<file path="src/rtl/mips_pkg.sv">
// Shared encodings for the reduced MIPS decode path: opcodes, function codes,
// ALU operation codes and the internal control bundle.
package mips_pkg;

  localparam logic [5:0] OP_RTYPE = 6'h00;
  localparam logic [5:0] OP_J     = 6'h02;
  localparam logic [5:0] OP_JAL   = 6'h03;
  localparam logic [5:0] OP_BEQ   = 6'h04;
  localparam logic [5:0] OP_BNE   = 6'h05;
  localparam logic [5:0] OP_ADDIU = 6'h09;
  localparam logic [5:0] OP_SLTI  = 6'h0A;
  localparam logic [5:0] OP_ANDI  = 6'h0C;
  localparam logic [5:0] OP_ORI   = 6'h0D;
  localparam logic [5:0] OP_XORI  = 6'h0E;
  localparam logic [5:0] OP_LUI   = 6'h0F;
  localparam logic [5:0] OP_LW    = 6'h23;
  localparam logic [5:0] OP_SW    = 6'h2B;

  localparam logic [5:0] FN_SLL  = 6'h00;
  localparam logic [5:0] FN_SRL  = 6'h02;
  localparam logic [5:0] FN_SRA  = 6'h03;
  localparam logic [5:0] FN_JR   = 6'h08;
  localparam logic [5:0] FN_JALR = 6'h09;
  localparam logic [5:0] FN_ADDU = 6'h21;
  localparam logic [5:0] FN_SUBU = 6'h23;
  localparam logic [5:0] FN_AND  = 6'h24;
  localparam logic [5:0] FN_OR   = 6'h25;
  localparam logic [5:0] FN_XOR  = 6'h26;
  localparam logic [5:0] FN_NOR  = 6'h27;
  localparam logic [5:0] FN_SLT  = 6'h2A;

  localparam logic [31:0] HALT_WORD = 32'hFFFF_FFFF;
  localparam int unsigned REG_RA    = 31;

  typedef enum logic [3:0] {
    ALU_ADD    = 4'd0,
    ALU_SUB    = 4'd1,
    ALU_AND    = 4'd2,
    ALU_OR     = 4'd3,
    ALU_XOR    = 4'd4,
    ALU_NOR    = 4'd5,
    ALU_SLT    = 4'd6,
    ALU_SLL    = 4'd7,
    ALU_SRL    = 4'd8,
    ALU_SRA    = 4'd9,
    ALU_LUI    = 4'd10,
    ALU_PASS_A = 4'd11
  } alu_op_e;

  typedef enum logic [1:0] {
    DST_NONE = 2'd0,
    DST_RD   = 2'd1,
    DST_RT   = 2'd2,
    DST_RA   = 2'd3
  } dest_sel_e;

  typedef enum logic [1:0] {
    IMM_SIGN  = 2'd0,
    IMM_ZERO  = 2'd1,
    IMM_UPPER = 2'd2
  } imm_kind_e;

  typedef struct packed {
    alu_op_e   alu_op;
    logic      alu_src_imm;
    logic      mem_read;
    logic      mem_write;
    logic      mem_to_reg;
    logic      reg_write;
    dest_sel_e dest_sel;
    imm_kind_e imm_kind;
    logic      rt_is_src;  // rt feeds the datapath (matters for load-use)
    logic      jump;       // J/JAL absolute target
    logic      jump_reg;   // JR/JALR register target
    logic      link;       // operand A replaced by PC+4
    logic      halt;
  } ctrl_t;

endpackage

</file>
<file path="src/rtl/decode_stage_control_decoder.sv">
// Purely combinational opcode/funct decode into the control bundle.
// Unknown encodings leave the bundle all-zero (a NOP).
module control_decoder
  import mips_pkg::*;
(
  input  logic [31:0] instr_i,
  output ctrl_t       ctrl_o
);

  logic [5:0] op;
  logic [5:0] fn;

  assign op = instr_i[31:26];
  assign fn = instr_i[5:0];

  // Map the instruction word onto control signals.
  always_comb begin
    ctrl_o = '0;
    if (instr_i == HALT_WORD) begin
      ctrl_o.halt = 1'b1;
    end else begin
      case (op)
        OP_RTYPE: begin
          case (fn)
            FN_ADDU, FN_SUBU, FN_AND, FN_OR, FN_XOR, FN_NOR, FN_SLT,
            FN_SLL, FN_SRL, FN_SRA: begin
              ctrl_o.dest_sel  = DST_RD;
              ctrl_o.reg_write = 1'b1;
              ctrl_o.rt_is_src = 1'b1;
              case (fn)
                FN_SUBU: ctrl_o.alu_op = ALU_SUB;
                FN_AND:  ctrl_o.alu_op = ALU_AND;
                FN_OR:   ctrl_o.alu_op = ALU_OR;
                FN_XOR:  ctrl_o.alu_op = ALU_XOR;
                FN_NOR:  ctrl_o.alu_op = ALU_NOR;
                FN_SLT:  ctrl_o.alu_op = ALU_SLT;
                FN_SLL:  ctrl_o.alu_op = ALU_SLL;
                FN_SRL:  ctrl_o.alu_op = ALU_SRL;
                FN_SRA:  ctrl_o.alu_op = ALU_SRA;
                default: ctrl_o.alu_op = ALU_ADD;
              endcase
            end
            FN_JR: begin
              ctrl_o.dest_sel = DST_RD;
              ctrl_o.jump_reg = 1'b1;
            end
            FN_JALR: begin
              ctrl_o.dest_sel  = DST_RD;
              ctrl_o.jump_reg  = 1'b1;
              ctrl_o.link      = 1'b1;
              ctrl_o.reg_write = 1'b1;
              ctrl_o.alu_op    = ALU_PASS_A;
            end
            default: ctrl_o = '0;
          endcase
        end
        OP_J: ctrl_o.jump = 1'b1;
        OP_JAL: begin
          ctrl_o.jump      = 1'b1;
          ctrl_o.link      = 1'b1;
          ctrl_o.dest_sel  = DST_RA;
          ctrl_o.reg_write = 1'b1;
          ctrl_o.alu_op    = ALU_PASS_A;
        end
        OP_BEQ, OP_BNE: begin
          ctrl_o.alu_op    = ALU_SUB;
          ctrl_o.dest_sel  = DST_RT;
          ctrl_o.rt_is_src = 1'b1;
        end
        OP_ADDIU, OP_SLTI, OP_ANDI, OP_ORI, OP_XORI, OP_LUI: begin
          ctrl_o.dest_sel    = DST_RT;
          ctrl_o.alu_src_imm = 1'b1;
          ctrl_o.reg_write   = 1'b1;
          case (op)
            OP_SLTI: ctrl_o.alu_op = ALU_SLT;
            OP_ANDI: begin ctrl_o.alu_op = ALU_AND; ctrl_o.imm_kind = IMM_ZERO;  end
            OP_ORI:  begin ctrl_o.alu_op = ALU_OR;  ctrl_o.imm_kind = IMM_ZERO;  end
            OP_XORI: begin ctrl_o.alu_op = ALU_XOR; ctrl_o.imm_kind = IMM_ZERO;  end
            OP_LUI:  begin ctrl_o.alu_op = ALU_LUI; ctrl_o.imm_kind = IMM_UPPER; end
            default: ctrl_o.alu_op = ALU_ADD;
          endcase
        end
        OP_LW: begin
          ctrl_o.dest_sel    = DST_RT;
          ctrl_o.alu_src_imm = 1'b1;
          ctrl_o.mem_read    = 1'b1;
          ctrl_o.mem_to_reg  = 1'b1;
          ctrl_o.reg_write   = 1'b1;
        end
        OP_SW: begin
          ctrl_o.dest_sel    = DST_RT;
          ctrl_o.alu_src_imm = 1'b1;
          ctrl_o.mem_write   = 1'b1;
          ctrl_o.rt_is_src   = 1'b1;
        end
        default: ctrl_o = '0;
      endcase
    end
  end

endmodule

</file>
<file path="src/rtl/decode_stage.sv">
// MIPS-reduced ID stage: operand fetch with WB bypass, immediate extension,
// load-use stall, jump resolution, sticky HALT and the ID/EX latch.
module decode_stage
  import mips_pkg::*;
#(
  parameter int NB_DATA  = 32,
  parameter int N_REGS   = 32,
  parameter int _NB_ADDR = $clog2(N_REGS),
  parameter int NB_ALUOP = 4
) (
  input  logic                i_clk,
  input  logic                i_rst,
  input  logic                i_enable,
  input  logic                i_valid,
  input  logic [NB_DATA-1:0]  i_instruction,
  input  logic [NB_DATA-1:0]  i_pc_plus4,
  output logic [_NB_ADDR-1:0] o_read_addr_rs,
  output logic [_NB_ADDR-1:0] o_read_addr_rt,
  input  logic [NB_DATA-1:0]  i_data_rs,
  input  logic [NB_DATA-1:0]  i_data_rt,
  input  logic                i_wb_write_enable,
  input  logic [_NB_ADDR-1:0] i_wb_write_addr,
  input  logic [NB_DATA-1:0]  i_wb_data,
  input  logic                i_ex_mem_read,
  input  logic [_NB_ADDR-1:0] i_ex_rt_addr,
  output logic                o_stall,
  output logic                o_jump,
  output logic [NB_DATA-1:0]  o_jump_target,
  output logic                o_halted,
  output logic                o_valid,
  output logic [NB_DATA-1:0]  o_rs_data,
  output logic [NB_DATA-1:0]  o_rt_data,
  output logic [NB_DATA-1:0]  o_imm,
  output logic [4:0]          o_shamt,
  output logic [_NB_ADDR-1:0] o_rs_addr,
  output logic [_NB_ADDR-1:0] o_rt_addr,
  output logic [_NB_ADDR-1:0] o_dest_addr,
  output logic [NB_ALUOP-1:0] o_alu_op,
  output logic                o_alu_src_imm,
  output logic                o_mem_read,
  output logic                o_mem_write,
  output logic                o_mem_to_reg,
  output logic                o_reg_write
);

  ctrl_t               ctrl;
  logic [_NB_ADDR-1:0] rs_addr, rt_addr, rd_addr, dest_addr;
  logic [NB_DATA-1:0]  rs_val, rt_val, imm_ext;
  logic                hazard, bubble;

  logic                halted_q, halted_d;
  logic                valid_q, valid_d;
  logic [NB_DATA-1:0]  rs_data_q, rs_data_d, rt_data_q, rt_data_d, imm_q, imm_d;
  logic [4:0]          shamt_q, shamt_d;
  logic [_NB_ADDR-1:0] rs_addr_q, rs_addr_d, rt_addr_q, rt_addr_d, dest_q, dest_d;
  logic [NB_ALUOP-1:0] alu_op_q, alu_op_d;
  logic                src_imm_q, src_imm_d, mem_read_q, mem_read_d;
  logic                mem_write_q, mem_write_d, mem_to_reg_q, mem_to_reg_d;
  logic                reg_write_q, reg_write_d;

  control_decoder u_control_decoder (
    .instr_i (i_instruction[31:0]),
    .ctrl_o  (ctrl)
  );

  assign rs_addr        = i_instruction[21 +: _NB_ADDR];
  assign rt_addr        = i_instruction[16 +: _NB_ADDR];
  assign rd_addr        = i_instruction[11 +: _NB_ADDR];
  assign o_read_addr_rs = rs_addr;
  assign o_read_addr_rt = rt_addr;

  // Operand selection with same-cycle WB bypass, immediate and destination.
  always_comb begin
    rs_val = i_data_rs;
    rt_val = i_data_rt;
    if (i_wb_write_enable && (i_wb_write_addr == rs_addr) && (rs_addr != '0))
      rs_val = i_wb_data;
    if (i_wb_write_enable && (i_wb_write_addr == rt_addr) && (rt_addr != '0))
      rt_val = i_wb_data;

    case (ctrl.imm_kind)
      IMM_ZERO:  imm_ext = {{(NB_DATA-16){1'b0}}, i_instruction[15:0]};
      IMM_UPPER: imm_ext = {i_instruction[15:0], {(NB_DATA-16){1'b0}}};
      default:   imm_ext = {{(NB_DATA-16){i_instruction[15]}}, i_instruction[15:0]};
    endcase

    case (ctrl.dest_sel)
      DST_RD:  dest_addr = rd_addr;
      DST_RT:  dest_addr = rt_addr;
      DST_RA:  dest_addr = _NB_ADDR'(REG_RA);
      default: dest_addr = '0;
    endcase
  end

  // Load-use hazard, stall/jump outputs and the bubble decision.
  always_comb begin
    hazard = i_valid && i_ex_mem_read && (i_ex_rt_addr != '0) &&
             ((i_ex_rt_addr == rs_addr) || (ctrl.rt_is_src && (i_ex_rt_addr == rt_addr)));
    o_stall = i_enable && (hazard || halted_q);
    o_jump  = i_enable && i_valid && !halted_q && !o_stall && (ctrl.jump || ctrl.jump_reg);
    o_jump_target = ctrl.jump_reg ? rs_val
                                  : {i_pc_plus4[31:28], i_instruction[25:0], 2'b00};
    bubble   = !i_valid || halted_q || hazard || ctrl.halt;
    halted_d = halted_q || (i_valid && ctrl.halt && !hazard);
  end

  // Next contents of the ID/EX latch; a bubble clears every field.
  always_comb begin
    valid_d      = 1'b0;
    rs_data_d    = '0;
    rt_data_d    = '0;
    imm_d        = '0;
    shamt_d      = '0;
    rs_addr_d    = '0;
    rt_addr_d    = '0;
    dest_d       = '0;
    alu_op_d     = '0;
    src_imm_d    = 1'b0;
    mem_read_d   = 1'b0;
    mem_write_d  = 1'b0;
    mem_to_reg_d = 1'b0;
    reg_write_d  = 1'b0;
    if (!bubble) begin
      valid_d      = 1'b1;
      rs_data_d    = ctrl.link ? i_pc_plus4 : rs_val;
      rt_data_d    = rt_val;
      imm_d        = imm_ext;
      shamt_d      = i_instruction[10:6];
      rs_addr_d    = rs_addr;
      rt_addr_d    = rt_addr;
      dest_d       = dest_addr;
      alu_op_d     = NB_ALUOP'(ctrl.alu_op);
      src_imm_d    = ctrl.alu_src_imm;
      mem_read_d   = ctrl.mem_read;
      mem_write_d  = ctrl.mem_write;
      mem_to_reg_d = ctrl.mem_to_reg;
      reg_write_d  = ctrl.reg_write && (dest_addr != '0);
    end
  end

  // ID/EX latch and sticky halt flag; reset wins over enable.
  always_ff @(posedge i_clk) begin
    if (i_rst) begin
      halted_q     <= 1'b0;
      valid_q      <= 1'b0;
      rs_data_q    <= '0;
      rt_data_q    <= '0;
      imm_q        <= '0;
      shamt_q      <= '0;
      rs_addr_q    <= '0;
      rt_addr_q    <= '0;
      dest_q       <= '0;
      alu_op_q     <= '0;
      src_imm_q    <= 1'b0;
      mem_read_q   <= 1'b0;
      mem_write_q  <= 1'b0;
      mem_to_reg_q <= 1'b0;
      reg_write_q  <= 1'b0;
    end else if (i_enable) begin
      halted_q     <= halted_d;
      valid_q      <= valid_d;
      rs_data_q    <= rs_data_d;
      rt_data_q    <= rt_data_d;
      imm_q        <= imm_d;
      shamt_q      <= shamt_d;
      rs_addr_q    <= rs_addr_d;
      rt_addr_q    <= rt_addr_d;
      dest_q       <= dest_d;
      alu_op_q     <= alu_op_d;
      src_imm_q    <= src_imm_d;
      mem_read_q   <= mem_read_d;
      mem_write_q  <= mem_write_d;
      mem_to_reg_q <= mem_to_reg_d;
      reg_write_q  <= reg_write_d;
    end
  end

  assign o_halted      = halted_q;
  assign o_valid       = valid_q;
  assign o_rs_data     = rs_data_q;
  assign o_rt_data     = rt_data_q;
  assign o_imm         = imm_q;
  assign o_shamt       = shamt_q;
  assign o_rs_addr     = rs_addr_q;
  assign o_rt_addr     = rt_addr_q;
  assign o_dest_addr   = dest_q;
  assign o_alu_op      = alu_op_q;
  assign o_alu_src_imm = src_imm_q;
  assign o_mem_read    = mem_read_q;
  assign o_mem_write   = mem_write_q;
  assign o_mem_to_reg  = mem_to_reg_q;
  assign o_reg_write   = reg_write_q;

endmodule

</file>
<file path="config.mk">
export PLATFORM = sky130hd
export DESIGN_NAME = decode_stage
export DESIGN_NICKNAME = d
export VERILOG_FILES = /design/src/rtl/mips_pkg.sv /design/src/rtl/decode_stage_control_decoder.sv /design/src/rtl/decode_stage.sv
export SDC_FILE = /design/constraint.sdc
export NUM_CORES = 1
export LEC_CHECK = 0
export BUFFER_PORTS_ARGS = -buffer_cell sky130_fd_sc_hd__buf_4
export CORE_AREA = 2 2 135 137
export CTS_CLUSTER_DIAMETER = 40
export DETAILED_ROUTE_END_ITERATION = 8
export DIE_AREA = 0 0 137 139
export PLACE_DENSITY = 0.7
export SETUP_SLACK_MARGIN = 0.02
export SLEW_MARGIN = 30
export SYNTH_ARGS = -nofsm -noshare
export SYNTH_HDL_FRONTEND = slang
export SYNTH_SLANG_ARGS = --single-unit
</file>
<file path="constraint.sdc">
create_clock -name i_clk -period 2.5 [get_ports i_clk]
set_input_delay 0.25 -clock i_clk [delete_from_list [all_inputs] [get_ports i_clk]]
set_output_delay 0.25 -clock i_clk [all_outputs]
set_load 0.05 [all_outputs]
</file>
==> report_table.html <==
<table>
<tr><th>Metric</th><th>Value</th></tr>
<tr><th colspan="2">Layout</th></tr>
<tr><td>FILL cells</td><td>1618</td></tr>
<tr><td>Ratio of cells with drive above 1 in the final layout</td><td>41.3%</td></tr>
<tr><td>Core utilization of the finished layout</td><td>60.0%</td></tr>
<tr><td>Layout overhead on the synthesized area</td><td>53.9%</td></tr>
<tr><td>Layout net count</td><td>1345</td></tr>
<tr><th colspan="2">Die</th></tr>
<tr><td>Number of cell rows</td><td>49</td></tr>
<tr><td>Top Ports</td><td>347</td></tr>
<tr><td>Core Region</td><td>17700 µm²</td></tr>
<tr><td>Starting density of the core</td><td>39.0%</td></tr>
<tr><td>Total die area</td><td>19000 µm²</td></tr>
<tr><td>Height of the die</td><td>139 µm</td></tr>
<tr><td>Die Span X</td><td>137 µm</td></tr>
<tr><th colspan="2">GRT</th></tr>
<tr><td>Vias in the first global route</td><td>7381</td></tr>
<tr><td>Overall overflow remaining after global route</td><td>0</td></tr>
<tr><td>Wire length of the first global-routing pass</td><td>45000 µm</td></tr>
<tr><td>Pin count of the biggest net entering global routing</td><td>69</td></tr>
<tr><td>Initial antenna violation count</td><td>0</td></tr>
<tr><td>Global-route total usage across every layer</td><td>31.3%</td></tr>
<tr><th colspan="2">Job</th></tr>
<tr><td># Max-Cap Violations</td><td>0</td></tr>
<tr><th colspan="2">Pwr</th></tr>
<tr><td>Leakage dissipation</td><td>4.52 nW</td></tr>
<tr><td>PwrDens</td><td>567 nW/µm²</td></tr>
<tr><td>Worst vdd rail ir drop</td><td>0.446 mV</td></tr>
<tr><th colspan="2">Drt</th></tr>
<tr><td>Top metal layer carrying routed signals</td><td>met4</td></tr>
<tr><td>Average detailed-routed wire length per instance</td><td>21.9 µm</td></tr>
<tr><td>Via count of the routed design</td><td>7870</td></tr>
<tr><td>Number of design rule violations left after detail routing</td><td>0</td></tr>
<tr><td>DRT iter0 DRCs</td><td>599</td></tr>
<tr><td>Remaining number of nets flagged by the antenna check after routing</td><td>0</td></tr>
<tr><td>Wl on met1</td><td>13600 µm</td></tr>
<tr><td>Final WL</td><td>30900 µm</td></tr>
<tr><td>Post-DR vias/cell</td><td>5.58</td></tr>
<tr><td>Total iterations of the first detailed-routing run</td><td>5</td></tr>
<tr><td>Amount of wire on met3 after detailed routing</td><td>2730 µm</td></tr>
<tr><td>Length of routed met2 wiring</td><td>13800 µm</td></tr>
<tr><th colspan="2">Worst setup path</th></tr>
<tr><td>Nature of the critical path startpoint</td><td>input pin</td></tr>
<tr><td>Type of destination of the critical path</td><td>output port</td></tr>
<tr><td>Largest fanout on the critical path</td><td>27</td></tr>
<tr><td>Cell-by-cell trace of the critical path</td><td>buf_4 &gt; xnor2_1 &gt; nand3_1 &gt; a211oi_4 &gt; buf_12 &gt; mux2i_1 &gt; o21ai_1 &gt; buf_4</td></tr>
<tr><td>Required time of the worst setup path</td><td>2250 ps</td></tr>
<tr><td>Count of cells along the worst register-to-register path</td><td>6</td></tr>
<tr><td>Slack of the worst reg-to-reg path</td><td>560 ps</td></tr>
<tr><td>Start-to-end type of the worst setup path</td><td>in2out</td></tr>
<tr><td>Cell mode on critical path</td><td>sky130_fd_sc_hd__buf_4</td></tr>
<tr><td>Master of the slowest instance on the critical path</td><td>sky130_fd_sc_hd__mux2i_1</td></tr>
<tr><td>Slowest cell delay on critical path</td><td>500 ps</td></tr>
<tr><td>Worst EP arrival</td><td>2140 ps</td></tr>
<tr><th colspan="2">Placement</th></tr>
<tr><td>Number of buffers added on ports</td><td>346</td></tr>
<tr><td>Routability congestion estimate</td><td>0.877</td></tr>
<tr><td>Half-perimeter wire length after placement</td><td>23400 µm</td></tr>
<tr><td>Pre-CTS setup slack</td><td>53.1 ps</td></tr>
<tr><th colspan="2">Synth</th></tr>
<tr><td>Post-synthesis sequential area ratio</td><td>36.6%</td></tr>
<tr><td>Synthesized Nets</td><td>1032</td></tr>
<tr><td>Synth Area in Adders</td><td>0.364%</td></tr>
<tr><td>Simple logic cell fraction of the synthesized area</td><td>20.6%</td></tr>
<tr><td>Ys flop type</td><td>sky130_fd_sc_hd__dfxtp_1</td></tr>
<tr><td>Yosys reg bits</td><td>126</td></tr>
<tr><td>Post-synth design cell area</td><td>6880 µm²</td></tr>
<tr><td>Unique cell type count in the Yosys netlist</td><td>58</td></tr>
<tr><td>Share of synthesized registers carrying an async set or reset</td><td>0%</td></tr>
<tr><td>Mux contribution to synthesized area</td><td>10.0%</td></tr>
<tr><td>Parity-gate share of the synthesized area counting xor and xnor cells</td><td>2.42%</td></tr>
<tr><td>Count of yosys warnings during synthesis</td><td>0</td></tr>
<tr><td>Fraction of the mapped netlist area in compound gates</td><td>23.4%</td></tr>
<tr><td>Syn Inst Count</td><td>854</td></tr>
<tr><td>Main combinational cell family by area after synthesis</td><td>compound AO/OA/AOI/OAI gates</td></tr>
<tr><td>Avg Synthesized Cell Area</td><td>8.06 µm²</td></tr>
<tr><td>Number of synthesized flops with an enable pin</td><td>0</td></tr>
<tr><th colspan="2">Clock network</th></tr>
<tr><td>Clock tree from TritonCTS</td><td>yes</td></tr>
<tr><td>Hold-fix buffer count after cts</td><td>0</td></tr>
<tr><td>Clock sink total</td><td>126</td></tr>
<tr><td>Maximum root-to-sink buffer count</td><td>2</td></tr>
<tr><td>Clock insertion delay at the later pin of the skew report</td><td>420 ps</td></tr>
<tr><td>Number of setup buffers added after CTS</td><td>0</td></tr>
<tr><td>Buffer cell driving the clock tree root</td><td>sky130_fd_sc_hd__clkbuf_16</td></tr>
<tr><td>Clock-pin slew on the worst setup and hold paths</td><td>60 ps</td></tr>
<tr><td>Number of buffers created by CTS</td><td>17</td></tr>
<tr><td>Number of H-tree levels</td><td>4</td></tr>
<tr><th colspan="2">Timing</th></tr>
<tr><td>Total Neg Setup Slack</td><td>0 ps</td></tr>
<tr><td>Minimum hold slack</td><td>101 ps</td></tr>
<tr><td>Maximum clock skew at final layout</td><td>6.73 ps</td></tr>
<tr><td>Final worst-path setup slack</td><td>111 ps</td></tr>
<tr><td>Setup repair after global routing missed its margin</td><td>no</td></tr>
<tr><td>Slew at the pin closest to its max-slew limit</td><td>733 ps</td></tr>
<tr><td>Number of slew-limit violations in the final report</td><td>0</td></tr>
<tr><td>Setup-failing EPs final</td><td>0</td></tr>
<tr><td>Period utilisation layout</td><td>95.6%</td></tr>
<tr><td>Max Fclk</td><td>419 MHz</td></tr>
<tr><td>Slew margin rel.</td><td>51.1%</td></tr>
<tr><td>Final hold violation count</td><td>0</td></tr>
<tr><td>Min cycle time layout</td><td>2390 ps</td></tr>
<tr><th colspan="2">Run status</th></tr>
<tr><td>Result of the run</td><td>completed</td></tr>
<tr><th colspan="2">Worst hold path</th></tr>
<tr><td>Worst Hold Class</td><td>in2reg</td></tr>
<tr><td>Instance count along the most critical hold path</td><td>2</td></tr>
</table>
==> cell type report <==
cell class                      instances  area [µm²]  share of cell area, %
Tap cell                              229         287                   2.70
Clock inverter                         12         111                   1.05
Clock buffer                           20         467                   4.40
Antenna cell                            1        2.50                 0.0236
Timing Repair Buffer                  387        3010                   28.4
Sequential cell                       126        2520                   23.8
Multi-Input combinational cell        628        4180                   39.4
Inverter                                7        26.3                  0.248
==> synthesized netlist by cell type (4+ instances only) <==
library cell	count	share of area, %
sky130_fd_sc_hd__a22o_1	32	4.1
sky130_fd_sc_hd__buf_4	11	1.2
sky130_fd_sc_hd__o21bai_1	4	0.44
sky130_fd_sc_hd__nand4_1	22	2.0
sky130_fd_sc_hd__mux2_1	7	1.1
sky130_fd_sc_hd__inv_1	7	0.38
sky130_fd_sc_hd__a21oi_1	93	6.8
sky130_fd_sc_hd__a32oi_1	33	4.2
sky130_fd_sc_hd__nand3_1	28	2.0
sky130_fd_sc_hd__clkbuf_1	61	3.3
sky130_fd_sc_hd__buf_2	17	1.2
sky130_fd_sc_hd__a2bb2oi_1	5	0.64
sky130_fd_sc_hd__nor2_1	89	4.9
sky130_fd_sc_hd__nand2b_1	36	3.3
sky130_fd_sc_hd__nor3_1	8	0.58
sky130_fd_sc_hd__nand2_1	73	4.0
sky130_fd_sc_hd__nor4_1	6	0.55
sky130_fd_sc_hd__o21ai_0	55	4.0
sky130_fd_sc_hd__or2_2	4	0.36
sky130_fd_sc_hd__mux2_2	25	4.1
sky130_fd_sc_hd__nor2b_1	7	0.64
sky130_fd_sc_hd__dfxtp_1	126	37
sky130_fd_sc_hd__xnor2_1	17	2.2
sky130_fd_sc_hd__mux2i_1	33	4.8
==> sequential cells by signal, summed over array words and instances (netlist names), 4 cells and up <==
| register | cells |
|---|---|
| o_rt_data | 32 |
| o_rs_data | 32 |
| o_alu_op | 4 |
| o_shamt | 5 |
| o_imm | 32 |
| o_rt_addr | 5 |
| o_rs_addr | 5 |
| o_dest_addr | 5 |
==> layer usage <==
metal  global-route usage [%]  up-vias
met5                        0        -
met2                     46.1      386
met3                     8.70       49
met1                     44.2     3744
met4                     9.77        0
li1                         -     3691
==> report_power, final <==
group / internal, W / switching [W] / leakage [nW]
clock network: 0.00145 / 0.000989 / 0.278
registers: 0.00208 / 0.0000428 / 1.03
logic: 0.000535 / 0.000902 / 3.21
total: 0.00407 / 0.00193 / 4.52
==> final timing paths <==
path                        to               from
min reg2reg          o_imm[21]          o_imm[21]
max          o_jump_target[16]  i_instruction[22]
min                   o_halted              i_rst
max reg2reg      o_alu_src_imm           o_halted
==> cell usage in the layout, fill, tap and decap left out, drive strengths merged, types with 7 or more instances in the layout <==
| cell type | synthesis | final |
|---|---|---|
| a21oi | 93 | 93 |
| a22o | 32 | 32 |
| a32oi | 33 | 33 |
| buf | 32 | 387 |
| clkbuf | 61 | 20 |
| clkinv | 0 | 7 |
| dfxtp | 126 | 126 |
| inv | 7 | 8 |
| mux2 | 32 | 32 |
| mux2i | 33 | 33 |
| nand2 | 73 | 73 |
| nand2b | 36 | 36 |
| nand3 | 28 | 28 |
| nand4 | 22 | 22 |
| nor2 | 89 | 89 |
| nor2b | 7 | 7 |
| nor3 | 10 | 10 |
| nor4 | 7 | 7 |
| o21ai | 57 | 57 |
| xnor2 | 17 | 17 |
==> metrics by stage <==
stage                     cell area (µm²)  instances  power (W)
after detailed placement            10000       1377    0.00359
after floorplan                      7060        854    0.00298
after CTS                           10600       1409    0.00601
final                               10600       1410    0.00600
after global placement              10000       1377    0.00358
after global routing                10600       1409    0.00619
==> cell families (layout without fill, tap and decap cells) <==
family | count (synthesis) | count (layout)
simple gates | 293 | 293
compound gates | 249 | 249
flops | 126 | 126
buf+inv | 100 | 426
mux | 65 | 65
xor+xnor | 19 | 19
fa+ha+maj | 2 | 2
other cells | 0 | 1
==> repair_timing <==
action                     in CTS  in global routing
gates resized for setup         0                  2
setup endpoints to repair       0                 12
hold endpoints to repair        0                  0
==> critical path, delay by kind of cell <==
| family | cells | cell delay, ps |
|---|---|---|
| mux | 1 | 500 |
| buf+inv | 3 | 650 |
| xor+xnor | 1 | 160 |
| simple gates | 1 | 130 |
| compound gates | 2 | 440 |
Note: power is estimated with default switching activity, not from simulation.
